**src/rtl/jtframe_sdram64_busarb.sv**
```systemverilog
// rtl/jtframe_sdram64_busarb.sv - SDRAM pin arbiter and auto-refresh sequencer for four bank controllers
module jtframe_sdram64_busarb #(
  parameter int RFSHCNT = 781,
  parameter int TRP     = 2,
  parameter int TRFC    = 6,
  parameter int NB      = 4
)(
  input  logic             clk,
  input  logic             rstn,
  input  logic             rfsh_en,
  input  logic [NB-1:0]    br,
  output logic [NB-1:0]    bg,
  input  logic [4*NB-1:0]  bank_cmd,
  input  logic [13*NB-1:0] bank_a,
  input  logic [NB-1:0]    bank_idle,
  output logic             help,
  output logic [NB-1:0]    set_prech,
  output logic             rfsh_busy,
  output logic [3:0]       sdram_cmd,
  output logic [12:0]      sdram_a,
  output logic [1:0]       sdram_ba
);

  localparam logic [3:0] CMD_NOP = 4'b0111;
  localparam logic [3:0] CMD_PRE = 4'b0010;
  localparam logic [3:0] CMD_REF = 4'b0001;
  localparam int         CW      = $clog2(RFSHCNT + 1);
  localparam int         WW      = 8;

  typedef enum logic [2:0] {RUN, DRAIN, WAIT_RP, REF, WAIT_RFC} state_t;

  state_t        state;
  logic [1:0]    ptr;
  logic [2:0]    pend;
  logic [CW-1:0] cnt;
  logic [WW-1:0] wcnt;

  logic          gnt_vld;
  logic [1:0]    gnt_idx;
  logic [1:0]    idx;
  logic [3:0]    sel_cmd;
  logic [12:0]   sel_a;
  logic [3:0]    fsm_cmd;
  logic          all_idle;
  logic          rfsh_tick;
  logic          rfsh_issue;

  assign all_idle   = &bank_idle;
  assign rfsh_tick  = rfsh_en && (cnt == '0);
  assign rfsh_issue = (state == REF);
  assign rfsh_busy  = (state != RUN);

  // Round-robin search starting at the pointer; grants only while running
  always_comb begin
    bg      = '0;
    gnt_vld = 1'b0;
    gnt_idx = ptr;
    idx     = ptr;
    if (state == RUN) begin
      for (int i = 0; i < 4; i++) begin
        idx = ptr + 2'(i);
        if (!gnt_vld && br[idx]) begin
          gnt_vld = 1'b1;
          gnt_idx = idx;
        end
      end
    end
    if (gnt_vld) bg[gnt_idx] = 1'b1;
  end

  // Pick the winning bank's command and address
  always_comb begin
    sel_cmd = CMD_NOP;
    sel_a   = '0;
    for (int i = 0; i < NB; i++) begin
      if (gnt_idx == 2'(i)) begin
        sel_cmd = bank_cmd[4*i +: 4];
        sel_a   = bank_a[13*i +: 13];
      end
    end
  end

  // Command the refresh sequencer wants on the pins this cycle
  always_comb begin
    fsm_cmd = CMD_NOP;
    if (state == DRAIN && all_idle) fsm_cmd = CMD_PRE;
    if (state == REF)               fsm_cmd = CMD_REF;
  end

  // Refresh interval counter and pending-refresh tally
  always_ff @(posedge clk) begin
    if (!rstn) begin
      cnt  <= CW'(RFSHCNT - 1);
      pend <= '0;
    end else begin
      if (rfsh_en) cnt <= (cnt == '0) ? CW'(RFSHCNT - 1) : cnt - CW'(1);
      if (rfsh_tick && !rfsh_issue) begin
        if (pend != 3'd7) pend <= pend + 3'd1;
      end else if (!rfsh_tick && rfsh_issue) begin
        pend <= pend - 3'd1;
      end
    end
  end

  // Advance the round-robin pointer past each granted bank
  always_ff @(posedge clk) begin
    if (!rstn) ptr <= '0;
    else if (gnt_vld) ptr <= gnt_idx + 2'd1;
  end

  // Refresh sequencer: halt banks, precharge all, then issue pending refreshes
  always_ff @(posedge clk) begin
    if (!rstn) begin
      state     <= RUN;
      help      <= 1'b0;
      set_prech <= '0;
      wcnt      <= '0;
    end else begin
      set_prech <= '0;
      case (state)
        RUN: begin
          if (pend != 3'd0) begin
            state <= DRAIN;
            help  <= 1'b1;
          end
        end
        DRAIN: begin
          if (all_idle) begin
            state     <= WAIT_RP;
            wcnt      <= WW'(TRP - 1);
            set_prech <= {NB{1'b1}};
          end
        end
        WAIT_RP: begin
          if (wcnt == '0) state <= REF;
          else            wcnt  <= wcnt - WW'(1);
        end
        REF: begin
          state <= WAIT_RFC;
          wcnt  <= WW'(TRFC - 1);
        end
        WAIT_RFC: begin
          if (wcnt == '0) begin
            if (pend != 3'd0) begin
              state <= REF;
            end else begin
              state <= RUN;
              help  <= 1'b0;
            end
          end else begin
            wcnt <= wcnt - WW'(1);
          end
        end
        default: state <= RUN;
      endcase
    end
  end

  // Registered pins: granted bank wins, otherwise the sequencer's command
  always_ff @(posedge clk) begin
    if (!rstn) begin
      sdram_cmd <= CMD_NOP;
      sdram_a   <= '0;
      sdram_ba  <= '0;
    end else if (gnt_vld && sel_cmd != CMD_NOP) begin
      sdram_cmd <= sel_cmd;
      sdram_a   <= sel_a;
      sdram_ba  <= gnt_idx;
    end else begin
      sdram_cmd <= fsm_cmd;
      if (fsm_cmd != CMD_NOP) begin
        sdram_a  <= 13'h400;
        sdram_ba <= 2'd0;
      end
    end
  end

endmodule
```
**config.mk**
```make
export PLATFORM = sky130hd
export DESIGN_NAME = jtframe_sdram64_busarb
export DESIGN_NICKNAME = d
export VERILOG_FILES = /design/src/rtl/jtframe_sdram64_busarb.sv
export SDC_FILE = /design/constraint.sdc
export NUM_CORES = 1
export LEC_CHECK = 0
export BUFFER_PORTS_ARGS = -buffer_cell sky130_fd_sc_hd__buf_2
export CORE_MARGIN = 2
export CORE_UTILIZATION = 30
export CTS_CLUSTER_SIZE = 20
export DETAILED_ROUTE_END_ITERATION = 16
export SETUP_SLACK_MARGIN = 0.05
export SLEW_MARGIN = 25
export SYNTH_ARGS = -nofsm -noshare
export SYNTH_HDL_FRONTEND = slang
export SYNTH_SLANG_ARGS = --single-unit
```
**constraint.sdc**
```tcl
create_clock -name clk -period 6.2 [get_ports clk]
set_clock_uncertainty 0.05 [all_clocks]
set_input_delay 0.93 -clock clk [delete_from_list [all_inputs] [get_ports clk]]
set_output_delay 0.93 -clock clk [all_outputs]
set_load 0.01 [all_outputs]
```
==> results of run 1 <==
==> cells by family after synthesis <==
family          after synthesis
compound gates              102
xor+xnor                     14
fa+ha+maj                     8
buf+inv                      43
flops                        47
mux                          13
simple gates                150
==> sequential cells by signal (all words and copies together), names as in the netlist <==
register,cells
set_prech,1
sdram_ba,2
state,3
sdram_a,13
pend,3
sdram_cmd,4
cnt,10
ptr,2
wcnt,8
help,1
==> placed cells by master (no fill, tap or decap), types with 3 or more instances in the layout <==
master / count
sky130_fd_sc_hd__and2_1: 5
sky130_fd_sc_hd__a21oi_1: 29
sky130_fd_sc_hd__nand2b_1: 10
sky130_fd_sc_hd__or4_1: 4
sky130_fd_sc_hd__and3b_1: 13
sky130_fd_sc_hd__o22ai_1: 15
sky130_fd_sc_hd__buf_2: 107
sky130_fd_sc_hd__nor4_1: 3
sky130_fd_sc_hd__xnor2_1: 7
sky130_fd_sc_hd__nand2_1: 44
sky130_fd_sc_hd__a221oi_1: 4
sky130_fd_sc_hd__nand3_1: 4
sky130_fd_sc_hd__a211oi_1: 4
sky130_fd_sc_hd__nor3_1: 11
sky130_fd_sc_hd__mux2i_1: 12
sky130_fd_sc_hd__nand4_1: 3
sky130_fd_sc_hd__o211ai_1: 5
sky130_fd_sc_hd__o21ai_0: 23
sky130_fd_sc_hd__xor2_1: 7
sky130_fd_sc_hd__ha_1: 6
sky130_fd_sc_hd__inv_1: 19
sky130_fd_sc_hd__clkbuf_8: 5
sky130_fd_sc_hd__dfxtp_1: 47
sky130_fd_sc_hd__nor2b_1: 5
sky130_fd_sc_hd__nor2_1: 31
==> critical path, cell delays in order <==
cell and delay (ps):
sky130_fd_sc_hd__buf_2 140, sky130_fd_sc_hd__nor2b_1 130, sky130_fd_sc_hd__mux4_2 490, sky130_fd_sc_hd__o211ai_1 210, sky130_fd_sc_hd__a21boi_1 360, sky130_fd_sc_hd__inv_1 110, sky130_fd_sc_hd__ha_1 530, sky130_fd_sc_hd__a211oi_1 320
sky130_fd_sc_hd__o21ai_0 140, sky130_fd_sc_hd__a32o_1 350, sky130_fd_sc_hd__o211ai_2 580, sky130_fd_sc_hd__and4b_1 270
==> report_power, final <==
part / internal, uW / switching (uW) / total, uW
sequential: 365 / 53.3 / 418
combinational: 405 / 607 / 1010
clock: 122 / 113 / 235
total: 892 / 773 / 1670
==> layer usage <==
| layer | global-route usage (%) | up-vias | wire length (um) |
|---|---|---|---|
| li1 | - | 1523 | - |
| met1 | 19.9 | 1356 | 3710 |
| met2 | 27.4 | 125 | 4040 |
| met3 | 3.52 | 15 | 634 |
| met4 | 4.92 | 0 | 215 |
| met5 | 0 | - | 0 |
==> layout make-up <==
class	instances	share of cell area, %
tap	133	4.52
clock buffer	5	1.87
timing repair buffer	108	14.7
clock inverter	3	1.29
sequential	47	25.6
inverter	19	1.94
multi-input combinational	287	50.1
==> worst min path at each step <==
stage | depth (start not counted) | startpoint | to | slack (ps)
floorplan | 2 | wcnt[1] | wcnt[1] | 390
global placement | 2 | wcnt[1] | wcnt[1] | 410
detailed placement | 2 | sdram_a[1] | sdram_a[1] | 420
CTS | 2 | sdram_ba[0] | sdram_ba[0] | 440
global route | 2 | sdram_a[1] | sdram_a[1] | 460
finish | 2 | sdram_ba[0] | sdram_ba[0] | 430
==> stage by stage <==
stage	area, um^2	power [uW]	util [%]	setup slack [ps]	std cells
finish	3680	1670	38.0	1780	602
CTS	3680	1670	38.0	1670	602
global route	3680	1810	38.0	1510	602
detailed placement	3560	1430	36.8	1350	594
global placement	3560	1410	36.8	1430	594
floorplan	2970	1160	-	2100	377
==> impl_metrics.prom, run 1 <==
# TYPE chip_impl_metric gauge
chip_impl_info{name="hold_path.class",value="reg -> reg"} 1
chip_impl_metric{name="placement_rows",unit=""} 36
chip_impl_metric{name="yosys_warnings",unit=""} 0
chip_impl_metric{name="synthesis.instances",unit=""} 377
chip_impl_metric{name="die_height",unit="um"} 104
chip_impl_info{name="yosys_most_used_dff",value="sky130_fd_sc_hd__dfxtp_1"} 1
chip_impl_metric{name="hold-worst-slack",unit="ps"} 431
chip_impl_metric{name="drive_above_1_share",unit="%"} 27.1
chip_impl_metric{name="final.fill_count",unit=""} 1002
chip_impl_metric{name="count_of_flip_flops_with_a_built_in_enable_after_synthesis",unit=""} 0
chip_impl_metric{name="routed_via_count_divided_by_cell_count",unit=""} 5.01
chip_impl_metric{name="synth.area.mux_share",unit="%"} 4.80
chip_impl_metric{name="synth.ff_latch_count",unit=""} 47
chip_impl_metric{name="grt.overflow.total",unit=""} 0
chip_impl_metric{name="required_time_at_the_endpoint_of_the_critical_path",unit="ps"} 6350
chip_impl_metric{name="yosys.area_share.adder",unit="%"} 3.62
chip_impl_metric{name="io_buffer_count",unit=""} 107
chip_impl_metric{name="critical_path_arrival",unit="ps"} 4570
chip_impl_metric{name="die_area",unit="um^2"} 10700
chip_impl_info{name="tritoncts",value="built"} 1
chip_impl_metric{name="ctsResizeCount",unit=""} 0
chip_impl_metric{name="pin_count",unit=""} 108
chip_impl_metric{name="dp.final_hpwl",unit="mm"} 6.84
chip_impl_metric{name="synth_xor_xnor_area_share",unit="%"} 4.13
chip_impl_metric{name="clk_latency",unit="ps"} 310
chip_impl_metric{name="final_min_period_over_clock_period",unit="%"} 71.3
chip_impl_metric{name="clk_transition_reported_paths",unit="ps"} 90
chip_impl_metric{name="timing.final.crit_period",unit="ps"} 4420
chip_impl_info{name="status",value="finished clean"} 1
chip_impl_info{name="worstSetupEndpointType",value="register"} 1
chip_impl_metric{name="drt_pass1_iterations",unit=""} 4
chip_impl_metric{name="floorplan.die.width",unit="um"} 104
chip_impl_info{name="critical_path.startpoint",value="br[3]"} 1
chip_impl_info{name="netlist.top_cell.by_area",value="sky130_fd_sc_hd__dfxtp_1"} 1
chip_impl_metric{name="post-synth-top-area-fraction",unit="%"} 31.7
chip_impl_metric{name="final_nets",unit=""} 555
chip_impl_metric{name="timing.max_slew.rel_slack",unit="%"} 36.9
chip_impl_info{name="setup.worst_path.start_class",value="primary input"} 1
chip_impl_metric{name="starting_utilization_of_the_core_area",unit="%"} 30.7
chip_impl_info{name="clock_tree.root_cell",value="sky130_fd_sc_hd__clkbuf_8"} 1
chip_impl_metric{name="worstPathMaxFanout",unit=""} 35
chip_impl_info{name="synth.area.top_cells",value="sky130_fd_sc_hd__dfxtp_1 32%, sky130_fd_sc_hd__nand2_1 5.6%, sky130_fd_sc_hd__a21oi_1 4.9%"} 1
chip_impl_metric{name="number_of_global_route_vias_before_repair",unit=""} 2909
chip_impl_info{name="r2r_end",value="sdram_cmd[3]"} 1
chip_impl_metric{name="clock_tree.htree_level_count",unit=""} 2
chip_impl_metric{name="drc_errors",unit=""} 0
chip_impl_metric{name="synth.avg_cell_area",unit="um^2"} 7.88
chip_impl_info{name="r2r_start",value="state[0]"} 1
chip_impl_metric{name="worst-slew-pin-transition",unit="ps"} 946
chip_impl_metric{name="syn_std_cell_area",unit="um^2"} 2970
chip_impl_metric{name="gp_congestion",unit=""} 0.826
chip_impl_metric{name="power-per-cell-area",unit="nW/um^2"} 452
chip_impl_metric{name="grt_first_pass_wirelength",unit="mm"} 14.1
chip_impl_metric{name="multi_input_area",unit="um^2"} 1840
chip_impl_metric{name="reg2reg_slack",unit="ps"} 2060
chip_impl_metric{name="ctsLongestPathBuffers",unit=""} 2
chip_impl_metric{name="cts_inserted_buffers",unit=""} 5
chip_impl_metric{name="final-hold-violation-count",unit=""} 0
chip_impl_metric{name="leakagePower",unit="uW"} 0.00157
chip_impl_info{name="largest_family_of_logic_cells_by_synthesized_area",value="simple AND/OR/NAND/NOR gates"} 1
chip_impl_metric{name="design.core.area",unit="um^2"} 9680
chip_impl_metric{name="ant_nets",unit=""} 0
chip_impl_metric{name="fmax",unit="GHz"} 0.226
chip_impl_info{name="crit_end",value="sdram_cmd[3]"} 1
chip_impl_metric{name="post_route_wl",unit="mm"} 8.60
chip_impl_metric{name="maxCapViolCount",unit=""} 0
chip_impl_metric{name="setup_violations",unit=""} 0
chip_impl_metric{name="ys_seq_area_share",unit="%"} 31.7
chip_impl_metric{name="via_count",unit=""} 3019
chip_impl_metric{name="worst-r2r-cell-count",unit=""} 10
chip_impl_metric{name="post_synthesis_net_count",unit=""} 464
chip_impl_metric{name="grt_usage",unit="%"} 15.9
chip_impl_metric{name="n_diodes",unit=""} 0
chip_impl_metric{name="synth_compound_area_share",unit="%"} 22.3
chip_impl_metric{name="yosys.cell_types.count",unit=""} 62
chip_impl_metric{name="initial_antenna_violation_count",unit=""} 0
chip_impl_metric{name="pin_count_of_the_biggest_net_entering_global_routing",unit=""} 36
chip_impl_metric{name="setup_total_negative_slack",unit="ps"} 0
chip_impl_metric{name="clkSinkCount",unit=""} 47
chip_impl_metric{name="post-cts-setup-buffer-count",unit=""} 0
chip_impl_info{name="netlist_top_cells_count",value="47 x sky130_fd_sc_hd__dfxtp_1, 44 x sky130_fd_sc_hd__nand2_1, 31 x sky130_fd_sc_hd__nor2_1, 29 x sky130_fd_sc_hd__a21oi_1, 23 x sky130_fd_sc_hd__o21ai_0"} 1
chip_impl_metric{name="vdd_ir_drop_max",unit="V"} 0.000259
chip_impl_metric{name="wl_per_cell",unit="um"} 14.3
chip_impl_metric{name="slew_viol_final",unit=""} 0
chip_impl_info{name="synth.most_common_cell",value="sky130_fd_sc_hd__dfxtp_1"} 1
chip_impl_metric{name="async_reset_ff_share",unit="%"} 0
chip_impl_metric{name="drtIter0Drc",unit=""} 131
chip_impl_metric{name="areaGrowthSynthToFinish",unit="%"} 23.9
chip_impl_metric{name="hold_fix_buffer_count_after_cts",unit=""} 0
chip_impl_metric{name="synth_simple_gate_area_share",unit="%"} 27.1
chip_impl_info{name="rsz0062_at_grt",value="no"} 1
chip_impl_metric{name="area.sequential",unit="um^2"} 941
chip_impl_info{name="critical_path_class",value="in -> reg"} 1
No activity file was read; power rests on OpenSTA's default activity.
==> run 2, diff against run 1 <==
==> constraint.sdc (replaced) <==
create_clock -name clk -period 3.8 [get_ports clk]
set_clock_uncertainty 0.05 [all_clocks]
set_input_delay 0.57 -clock clk [delete_from_list [all_inputs] [get_ports clk]]
set_output_delay 0.57 -clock clk [all_outputs]
set_load 0.01 [all_outputs]
==> run 2 against run 1 <==
Against the previous run:
- final cell count is 1.0% higher
- first-iteration DRC count is 6.9% higher
- non-clock buffer count is 7 higher
- worst hold slack worse by 3.6 ps
- clock-buffer cell count is 1 higher
- wire length is 0.69% lower
- sequential share of layout area is 0.34 points lower
- worst setup slack worse by 1400 ps
- total power is 65% higher
- sequential power is 61% higher
- core utilization is 0.52 points higher
- design area is 1.4% higher
- critical path type is now reg -> reg
- largest cell class unchanged
==> impl_metrics.prom, run 2 (same netlist as run 1, synthesis figures left out) <==
# TYPE chip_impl_metric gauge
chip_impl_metric{name="cts_inserted_buffers",unit=""} 5
chip_impl_metric{name="initial_antenna_violation_count",unit=""} 0
chip_impl_metric{name="leakagePower",unit="uW"} 0.00160
chip_impl_metric{name="final_min_period_over_clock_period",unit="%"} 90.1
chip_impl_metric{name="p_total",unit="uW"} 2760
chip_impl_metric{name="drt_pass1_iterations",unit=""} 4
chip_impl_metric{name="clk_latency",unit="ps"} 290
chip_impl_metric{name="floorplan.die.width",unit="um"} 104
chip_impl_metric{name="pin_count",unit=""} 108
chip_impl_metric{name="grt_usage",unit="%"} 16.1
chip_impl_metric{name="placement_rows",unit=""} 36
chip_impl_metric{name="final_nets",unit=""} 562
chip_impl_metric{name="final-hold-violation-count",unit=""} 0
chip_impl_metric{name="drtIter0Drc",unit=""} 140
chip_impl_metric{name="gp_congestion",unit=""} 0.903
chip_impl_info{name="final_common_cell",value="sky130_fd_sc_hd__buf_2"} 1
chip_impl_info{name="worstSetupEndpointType",value="register"} 1
chip_impl_metric{name="grt_first_pass_wirelength",unit="mm"} 14.3
chip_impl_info{name="critical_path_class",value="reg -> reg"} 1
chip_impl_info{name="hold_path.class",value="reg -> reg"} 1
chip_impl_metric{name="dp.final_hpwl",unit="mm"} 6.76
chip_impl_metric{name="setup_violations",unit=""} 0
chip_impl_info{name="tritoncts",value="built"} 1
chip_impl_metric{name="vdd_ir_drop_max",unit="V"} 0.000410
chip_impl_metric{name="grt.overflow.total",unit=""} 0
chip_impl_metric{name="power-per-cell-area",unit="nW/um^2"} 738
chip_impl_metric{name="drc_errors",unit=""} 0
chip_impl_metric{name="maxCapViolCount",unit=""} 0
chip_impl_info{name="critical_path.startpoint",value="state[0]"} 1
chip_impl_metric{name="ctsLongestPathBuffers",unit=""} 2
chip_impl_info{name="hold_path.startpoint",value="wcnt[1]"} 1
chip_impl_metric{name="post-cts-setup-buffer-count",unit=""} 0
chip_impl_metric{name="final.fill_count",unit=""} 969
chip_impl_metric{name="timing.final.crit_period",unit="ps"} 3430
chip_impl_metric{name="die_height",unit="um"} 104
chip_impl_info{name="rsz0062_at_grt",value="no"} 1
chip_impl_metric{name="pin_count_of_the_biggest_net_entering_global_routing",unit=""} 28
chip_impl_info{name="r2r_start",value="state[0]"} 1
chip_impl_info{name="layout_top_registers",value="sdram_a x13, cnt x10, wcnt x8"} 1
chip_impl_metric{name="hold_fix_buffer_count_after_cts",unit=""} 0
chip_impl_metric{name="via_count",unit=""} 3020
chip_impl_metric{name="dpl_cell_area",unit="um^2"} 3620
chip_impl_info{name="clock_tree.root_cell",value="sky130_fd_sc_hd__clkbuf_8"} 1
chip_impl_metric{name="timing.max_slew.rel_slack",unit="%"} 41.4
chip_impl_info{name="largest_register",value="sdram_a"} 1
chip_impl_metric{name="areaGrowthSynthToFinish",unit="%"} 25.6
chip_impl_info{name="status",value="finished clean"} 1
chip_impl_metric{name="post_route_wl",unit="mm"} 8.54
chip_impl_metric{name="fmax",unit="GHz"} 0.292
chip_impl_metric{name="critical_path_arrival",unit="ps"} 3550
chip_impl_metric{name="design.core.area",unit="um^2"} 9680
chip_impl_metric{name="io_buffer_count",unit=""} 107
chip_impl_metric{name="ant_nets",unit=""} 0
chip_impl_metric{name="n_diodes",unit=""} 0
chip_impl_metric{name="die_area",unit="um^2"} 10700
chip_impl_metric{name="worstPathMaxFanout",unit=""} 14
chip_impl_metric{name="layout.cell_area.non_filler",unit="um^2"} 3730
chip_impl_metric{name="drive_above_1_share",unit="%"} 28.4
chip_impl_metric{name="clock_tree.htree_level_count",unit=""} 2
chip_impl_metric{name="clk_transition_reported_paths",unit="ps"} 90
chip_impl_metric{name="clkSinkCount",unit=""} 47
chip_impl_metric{name="ctsResizeCount",unit=""} 0
chip_impl_metric{name="slew_viol_final",unit=""} 0
chip_impl_metric{name="wl_per_cell",unit="um"} 14.0
chip_impl_metric{name="routed_via_count_divided_by_cell_count",unit=""} 4.97
chip_impl_metric{name="setup_total_negative_slack",unit="ps"} 0
chip_impl_metric{name="max_reg_flops",unit=""} 13
chip_impl_metric{name="starting_utilization_of_the_core_area",unit="%"} 30.7
chip_impl_metric{name="worst-slew-pin-transition",unit="ps"} 876
chip_impl_metric{name="required_time_at_the_endpoint_of_the_critical_path",unit="ps"} 3920
chip_impl_info{name="setup.worst_path.start_class",value="register"} 1
chip_impl_metric{name="number_of_global_route_vias_before_repair",unit=""} 2999
chip_impl_info{name="final_cell_mix",value="107 x sky130_fd_sc_hd__buf_2, 47 x sky130_fd_sc_hd__dfxtp_1, 44 x sky130_fd_sc_hd__nand2_1"} 1
-- run 2: changes by cell type in the layout (fill, tap and decap cells not counted), sizes merged --
cell / previous run / this run
clkinv: 1 / 0
inv: 20 / 19
clkbuf: 5 / 6
buf: 108 / 115
-- run 2: where the power goes --
part	total, uW	switching (uW)	internal [uW]
Sequential	675	79.8	595
Combinational	1720	1010	715
Clock	356	163	193
Total	2760	1250	1500
-- run 2: path summary, 6_finish.rpt --
check	slack [ps]	depth (start not counted)	endpoint
setup / recovery	370	12	sdram_a[0]
hold reg to reg	430	2	wcnt[1]
setup reg to reg	370	12	sdram_a[0]
hold / removal	430	2	wcnt[1]
-- run 2: metal layers --
| layer | track usage, % | share of wire (%) |
|---|---|---|
| met5 | 0 | 0 |
| met4 | 2.90 | 0.37 |
| met3 | 2.83 | 5.8 |
| met2 | 28.9 | 49 |
| met1 | 20.4 | 45 |
-- run 2: cell type report --
cell class | count | area (um^2) | area share [%]
Clock buffer | 6 | 72.6 | 1.94
Clock inverter | 1 | 30.0 | 0.805
Inverter | 19 | 71.3 | 1.91
Multi-Input combinational cell | 287 | 1860 | 49.7
Sequential cell | 47 | 941 | 25.2
Tap cell | 133 | 166 | 4.46
Timing Repair Buffer | 115 | 596 | 16.0
-- run 2: worst max-delay path: stages, from the launching register on --
cell and delay, ps:
sky130_fd_sc_hd__dfxtp_1 430, sky130_fd_sc_hd__nor3_2 310, sky130_fd_sc_hd__inv_1 190, sky130_fd_sc_hd__a211o_1 270
sky130_fd_sc_hd__a21oi_2 270, sky130_fd_sc_hd__inv_1 110, sky130_fd_sc_hd__ha_1 280, sky130_fd_sc_hd__or2_1 270
sky130_fd_sc_hd__a221o_1 280, sky130_fd_sc_hd__a32o_1 260, sky130_fd_sc_hd__o211ai_2 210, sky130_fd_sc_hd__buf_4 230
sky130_fd_sc_hd__o22ai_1 120
-- run 2: through the flow --
| stage | std cells | setup slack, ps | utilization [%] | hold slack, ps |
|---|---|---|---|---|
| global placement | 601 | 180 | 37.3 | 414 |
| floorplan | 377 | 386 | - | 395 |
| CTS | 608 | 189 | 38.4 | 431 |
| detailed placement | 601 | 66.7 | 37.3 | 417 |
| finish | 608 | 375 | 38.5 | 427 |
| global route | 608 | 122 | 38.5 | 453 |
